## config.mk

```make
export PLATFORM = sky130hd
export DESIGN_NAME = linescanner_capture_controller
export DESIGN_NICKNAME = d
export VERILOG_FILES = /design/src/rtl/linescanner_capture_controller_pkg.sv /design/src/rtl/capture_cycle_timer.sv /design/src/rtl/linescanner_capture_controller.sv
export SDC_FILE = /design/constraint.sdc
export NUM_CORES = 1
export LEC_CHECK = 0
export CAP_MARGIN = 20
export CORE_MARGIN = 3
export CORE_UTILIZATION = 30
export CTS_CLUSTER_DIAMETER = 200
export DETAILED_ROUTE_END_ITERATION = 6
export PLACE_DENSITY = 0.59
export SKIP_CTS_REPAIR_TIMING = 1
export SLEW_MARGIN = 20
export SYNTH_ARGS = -nofsm -noshare
export SYNTH_HDL_FRONTEND = slang
export SYNTH_HIERARCHICAL = 1
export SYNTH_SLANG_ARGS = --single-unit
```

## constraint.sdc

```tcl
create_clock -name main_clock_source -period 3.77 [get_ports main_clock_source]
set_input_delay 0.5655 -clock main_clock_source [delete_from_list [all_inputs] [get_ports main_clock_source]]
set_output_delay 0.5655 -clock main_clock_source [all_outputs]
set_load 0.02 [all_outputs]
```

## src/rtl/linescanner_capture_controller_pkg.sv

```systemverilog
// Shared definitions for the line-scanner capture path: pixel width, controller state
// encoding and small elaboration-time helpers.
package linescanner_capture_controller_pkg;

  localparam int PIXEL_WIDTH = 8;

  typedef enum logic [2:0] {
    ST_IDLE    = 3'd0,
    ST_ARM     = 3'd1,
    ST_CAPTURE = 3'd2,
    ST_GAP     = 3'd3,
    ST_DONE    = 3'd4
  } state_e;

  function automatic int max_int(input int a, input int b);
    return (a > b) ? a : b;
  endfunction

endpackage

```

## src/rtl/capture_cycle_timer.sv

```systemverilog
// Loadable up-counter with synchronous clear and a terminal-count compare; it saturates at
// the terminal value so a caller that forgets to reload it never sees a wrap.
module capture_cycle_timer #(
  parameter int WIDTH = 4
) (
  input  logic             clk,
  input  logic             rst_n,
  input  logic             clear,
  input  logic             load,
  input  logic [WIDTH-1:0] load_value,
  input  logic             enable,
  input  logic [WIDTH-1:0] terminal,
  output logic [WIDTH-1:0] count,
  output logic             at_terminal
);

  assign at_terminal = (count == terminal);

  // NOTE: sequential state is written only with non-blocking assignments so every flop
  // samples the pre-edge values of its neighbours regardless of process ordering.
  always_ff @(posedge clk or negedge rst_n) begin
    if (!rst_n) begin
      count <= '0;
    end else if (clear) begin
      count <= '0;
    end else if (load) begin
      count <= load_value;
    end else if (enable && !at_terminal) begin
      count <= count + WIDTH'(1);
    end
  end

endmodule

```

## src/rtl/linescanner_capture_controller.sv

```systemverilog
// Frame sequencer for the line-scanner capture unit: gates the unit line by line, counts
// pixels and lines, and forwards accepted pixels as a sol/eol/eof-marked stream.
module linescanner_capture_controller
  import linescanner_capture_controller_pkg::*;
#(
  parameter int PIXELS_PER_LINE = 256,
  parameter int LINES_PER_FRAME = 8,
  parameter int LINE_GAP_CYCLES = 4,
  parameter int TIMEOUT_CYCLES  = 64
) (
  input  logic                   main_clock_source,
  input  logic                   n_reset,
  input  logic                   start,
  input  logic                   stop,
  output logic                   capture_enable,
  input  logic [PIXEL_WIDTH-1:0] pixel_data,
  input  logic                   pixel_captured,
  output logic [PIXEL_WIDTH-1:0] out_data,
  output logic                   out_valid,
  output logic                   out_sol,
  output logic                   out_eol,
  output logic                   out_eof,
  output logic                   busy,
  output logic                   frame_done,
  output logic                   timeout_err
);

  localparam int PCW = $clog2(PIXELS_PER_LINE);
  localparam int LCW = $clog2(LINES_PER_FRAME + 1);
  localparam int TW  = $clog2(max_int(TIMEOUT_CYCLES, LINE_GAP_CYCLES));

  localparam logic [PCW-1:0] LAST_PIXEL = PCW'(PIXELS_PER_LINE - 1);
  localparam logic [LCW-1:0] LAST_LINE  = LCW'(LINES_PER_FRAME - 1);
  localparam logic [TW-1:0]  GAP_LAST   = TW'(LINE_GAP_CYCLES - 1);
  localparam logic [TW-1:0]  WDOG_LAST  = TW'(TIMEOUT_CYCLES - 1);

  state_e          state, state_d;
  logic [PCW-1:0]  pixel_cnt;
  logic [LCW-1:0]  line_cnt;
  logic [TW-1:0]   timer_cnt, timer_terminal;
  logic            timer_at_term;

  logic accept, enable_d, done_d;
  logic pix_clr, pix_inc, line_clr, line_inc;
  logic tmr_clear, tmr_load, tmr_inc;
  logic set_err, clr_err;

  wire last_pixel = (pixel_cnt == LAST_PIXEL);
  wire last_line  = (line_cnt == LAST_LINE);

  // One timer serves both the inter-line gap and the pixel watchdog; only the limit differs.
  assign timer_terminal = (state == ST_GAP) ? GAP_LAST : WDOG_LAST;

  capture_cycle_timer #(.WIDTH(TW)) u_timer (
    .clk         (main_clock_source),
    .rst_n       (n_reset),
    .clear       (tmr_clear),
    .load        (tmr_load),
    .load_value  ('0),
    .enable      (tmr_inc),
    .terminal    (timer_terminal),
    .count       (timer_cnt),
    .at_terminal (timer_at_term)
  );

  always_ff @(posedge main_clock_source or negedge n_reset) begin
    if (!n_reset) state <= ST_IDLE;
    else          state <= state_d;
  end

  always_comb begin
    // NOTE: every signal gets a default before the case so no path leaves one unassigned,
    // which would otherwise infer a latch.
    state_d   = state;
    enable_d  = capture_enable;
    accept    = 1'b0;
    done_d    = 1'b0;
    pix_clr   = 1'b0;
    pix_inc   = 1'b0;
    line_clr  = 1'b0;
    line_inc  = 1'b0;
    tmr_clear = 1'b0;
    tmr_load  = 1'b0;
    tmr_inc   = 1'b0;
    set_err   = 1'b0;
    clr_err   = 1'b0;

    if (state != ST_IDLE && stop) begin
      state_d   = ST_IDLE;
      enable_d  = 1'b0;
      pix_clr   = 1'b0 | 1'b1;
      line_clr  = 1'b1;
      tmr_clear = 1'b1;
    end else begin
      unique case (state)
        ST_IDLE: begin
          enable_d = 1'b0;
          if (start && !stop) begin
            state_d  = ST_ARM;
            line_clr = 1'b1;
            clr_err  = 1'b1;
          end
        end
        ST_ARM: begin
          state_d  = ST_CAPTURE;
          enable_d = 1'b1;
          pix_clr  = 1'b1;
          tmr_load = 1'b1;
        end
        ST_CAPTURE: begin
          if (pixel_captured) begin
            accept   = 1'b1;
            tmr_load = 1'b1;
            if (last_pixel) begin
              state_d  = ST_GAP;
              enable_d = 1'b0;
              pix_clr  = 1'b1;
            end else begin
              pix_inc = 1'b1;
            end
          end else if (timer_at_term) begin
            state_d   = ST_IDLE;
            enable_d  = 1'b0;
            set_err   = 1'b1;
            pix_clr   = 1'b1;
            line_clr  = 1'b1;
            tmr_clear = 1'b1;
          end else begin
            tmr_inc = 1'b1;
          end
        end
        ST_GAP: begin
          // The unit's trailing pixel lands here and is simply not accepted.
          if (timer_at_term) begin
            tmr_load = 1'b1;
            if (last_line) begin
              state_d = ST_DONE;
              done_d  = 1'b1;
            end else begin
              state_d  = ST_ARM;
              line_inc = 1'b1;
            end
          end else begin
            tmr_inc = 1'b1;
          end
        end
        ST_DONE: begin
          state_d   = ST_IDLE;
          tmr_clear = 1'b1;
        end
        default: begin
          state_d  = ST_IDLE;
          enable_d = 1'b0;
        end
      endcase
    end
  end

  always_ff @(posedge main_clock_source or negedge n_reset) begin
    if (!n_reset) begin
      capture_enable <= 1'b0;
      out_data       <= '0;
      out_valid      <= 1'b0;
      out_sol        <= 1'b0;
      out_eol        <= 1'b0;
      out_eof        <= 1'b0;
      busy           <= 1'b0;
      frame_done     <= 1'b0;
      timeout_err    <= 1'b0;
      pixel_cnt      <= '0;
      line_cnt       <= '0;
    end else begin
      capture_enable <= enable_d;
      busy           <= (state_d != ST_IDLE);
      frame_done     <= done_d;
      out_valid      <= accept;
      out_sol        <= accept && (pixel_cnt == '0);
      out_eol        <= accept && last_pixel;
      out_eof        <= accept && last_pixel && last_line;
      if (accept) out_data <= pixel_data;

      if (pix_clr)      pixel_cnt <= '0;
      else if (pix_inc) pixel_cnt <= pixel_cnt + PCW'(1);

      if (line_clr)      line_cnt <= '0;
      else if (line_inc) line_cnt <= line_cnt + LCW'(1);

      if (set_err)      timeout_err <= 1'b1;
      else if (clr_err) timeout_err <= 1'b0;
    end
  end

endmodule

```

==> run metrics <==
status=completed; library cells used by synthesis=about 60; root buf cell=clkbuf_8; routed vias=about 1600; vias in the first global route=about 1700; Avg Vias per Cell=4.80; pre-CTS setup slack=roughly 260 ps; first-pass GRT wire length=between 8000 and 9000 um; cell taking the most area after synthesis=dfrtp_1; Synth area leaders=dfrtp_1, mux2_2, nor2_1; #FFs+latches synth=37; worst hold path type=input port to asynchronous set/reset pin; CTS tree=built; Req. time, crit path=between 3000 and 4000 ps; EDFF count, synth=0; DR DRC count=0; critical path class=flip-flop to flip-flop; all-layer global routing usage=a little under an eighth; LEAKAGE=1.13 nW; Async SR Flop Fraction=between 90% and 100%; Setup-failing EPs final=0; overall die height=91.4 um; register share of total power=roughly two fifths; CP Buf/Inv Count=0; Initial Util=a little under a third; Top delay family on crit path=simple AND/OR/NAND/NOR gates; H-Tree Depth=2; 1st-iter DRT viols=about 130; setup TNS=0 ps; area growth from synthesis to layout=24.3%; Final min period=about 3500 ps; Int Pwr=0.849 mW; Crit Path Max Fanout=12; num ports=29; slowest stage delay, CP=~690 ps; clk_lat worst skew=290 ps; RD Place Congestion=roughly 0.84; Pwr Density=approximately 460 mW/mm^2; Worst-path clk slew=around 80 ps; sw power=0.391 mW; # nets final=~260; max cap viols=0; share of layout cells above drive strength 1=16.3%; Post-Route Skew=between 10 and 15 ps; CP Capture Type=flip-flop; post-synthesis sequential area ratio=42.3%; CTS sink count=37; R2R setup slack=roughly 280 ps; syn avg cell area=approximately 11 sq um; Die Width=roughly 90 um; relative slew slack=between 40% and 50%; Yosys top cell area share=between 40% and 50%; Inserted Clock Buffers=5; crit path DAT=between 3000 and 4000 ps; Fin. Hold Viols=0; largest net degree at the start of global routing=38; crit path cell chain=nand3b_1, xor2_1, or4_1, nor2_2, nor4b_2, nor2_1, a21oi_1, nor3_1, o211ai_1, o211ai_1; final worst slack=roughly 280 ps; initial antenna violation count=0; maximum vdd drop=~0.27 mV; worst r2r dst=u_timer/count[5]; ys flop type=dfrtp_1; Die ar.=0.00835 sq mm; first drt pass iteration count=4; Final Util=between 30% and 40%; Fmax=0.287 GHz; final WL=~4600 um; Reg-to-Reg Start=state[2]; DR WL/cell=~13 um; synth warn=6; Worst path most repeated cell=o211ai_1; Pins Over Slew Limit=0; remaining global-route overflow=0; clk buf depth=2; fin crit share=between 90% and 100%; row count=30; Comb power frac=between 20 and 30%; worst slew pin tran=about 860 ps; CP max-delay cell=or4_1; mapped cell area=between 0.002 and 0.0025 sq mm; power share of the clock group=just under 30%; Syn Inst Count=approximately 210; Final ANT Viol Nets=0; R2R cell count=10; DP HPWL=~3300 um; antenna cell count=0; Port Buffers=28; switching part of the total=between 30% and 40%; core area=about 0.0069 sq mm; Critical Path Start Type=flip-flop
## kinds of logic (layout without fill, tap and decap cells)
logic type,count (synthesis),in the layout,synth area share [%]
AOI/OAI and AO/OA,44,44,17.4
xor gates and xnor gates,14,14,5.61
adders and majority gates,4,4,2.29
muxes,9,9,4.58
buffers and inverters,20,52,4.46
other,2,8,0.343
DFF,37,37,42.3
and+or+nand+nor,78,78,23.0
## synth_stat cells (3+ instances only)
master,n
clkbuf_1,3
ha_1,4
buf_4,3
xnor2_1,8
and3_1,4
buf_2,3
o21ai_0,4
nor3b_1,5
inv_1,10
mux2_2,8
a21oi_1,7
nor3_1,6
nand3_1,3
a21o_1,3
nor2_1,24
a2111oi_0,6
dfrtp_1,37
nand2_1,8
xor2_1,6
nand3b_1,4
## cells in the final DEF, fill, tap and decap left out, types with 3 or more instances in the layout
master and n:
conb_1 8, ha_1 4, a21o_1 3, xnor2_1 8, and3_1 4, clkbuf_8 6
nand3b_1 4, a21oi_1 7, mux2_2 8, o21ai_0 4, inv_1 10, nor3b_1 5
clkdlybuf4s50_1 27, dfrtp_1 37, nand2_1 8, nor3_1 6, a2111oi_0 5, xor2_1 6
nor2_1 23, buf_4 6, nand3_1 3
## cell type report
cell class	instances	area, sq um
inverter	10	37.5
sequential	37	926
multi-input combinational	157	1190
clock buffer	6	82.6
clock inverter	2	37.5
fill	701	4230
timing repair buffer	34	320
tap	96	120
## worst reg2reg max path, stage by stage, from the launching register on
cell	delay, ps
dfrtp_1	530
nand3b_1	330
xor2_1	200
or4_1	690
nor2_2	230
nor4b_2	320
nor2_1	100
a21oi_1	610
nor3_1	130
o211ai_1	120
o211ai_1	120
## how the worst max path moves through the flow
stage                        start                to  slack [ps]  cells after the start
final                     state[2]  u_timer/count[5]         280                     10
after global routing      state[2]  u_timer/count[5]          -6                     10
after CTS                 state[2]  u_timer/count[5]         230                     10
after global placement    state[2]  u_timer/count[4]         390                     10
after floorplan           state[2]  u_timer/count[2]         320                     11
after detailed placement  state[2]  u_timer/count[5]         260                     10
## routing by layer
layer  up-vias  wire [um]  GRT usage [%]
met5         -          0              0
met4         0         46           3.14
met3         6        278           3.98
met2        40       1990           17.9
met1       776       2290           16.4
li1        819          -              -
## metrics by stage
stage | total power, mW | cells | hold slack, ps | area [sq um]
CTS | 1.26 | 341 | 408 | 2710
floorplan | 0.727 | 214 | 270 | 2210
finish | 1.24 | 342 | 381 | 2720
global route | 1.32 | 342 | 425 | 2720
global placement | 0.876 | 333 | 489 | 2590
detailed placement | 0.880 | 333 | 496 | 2590
## power by group through the flow
stage,clock network (mW),logic (mW),registers [mW]
after floorplan,0,0.161,0.566
after global placement,0,0.357,0.519
after detailed placement,0,0.358,0.522
after CTS,0.382,0.360,0.515
after global routing,0.400,0.394,0.526
final,0.369,0.358,0.513
## flip-flops by register name, indices dropped and copies added (netlist names)
name / flops
busy: 1
capture_enable: 1
frame_done: 1
line_cnt: 4
out_data: 8
out_eof: 1
out_eol: 1
out_sol: 1
out_valid: 1
pixel_cnt: 8
state: 3
timeout_err: 1
u_timer/count: 6
Power figures use the tool's default switching activity.
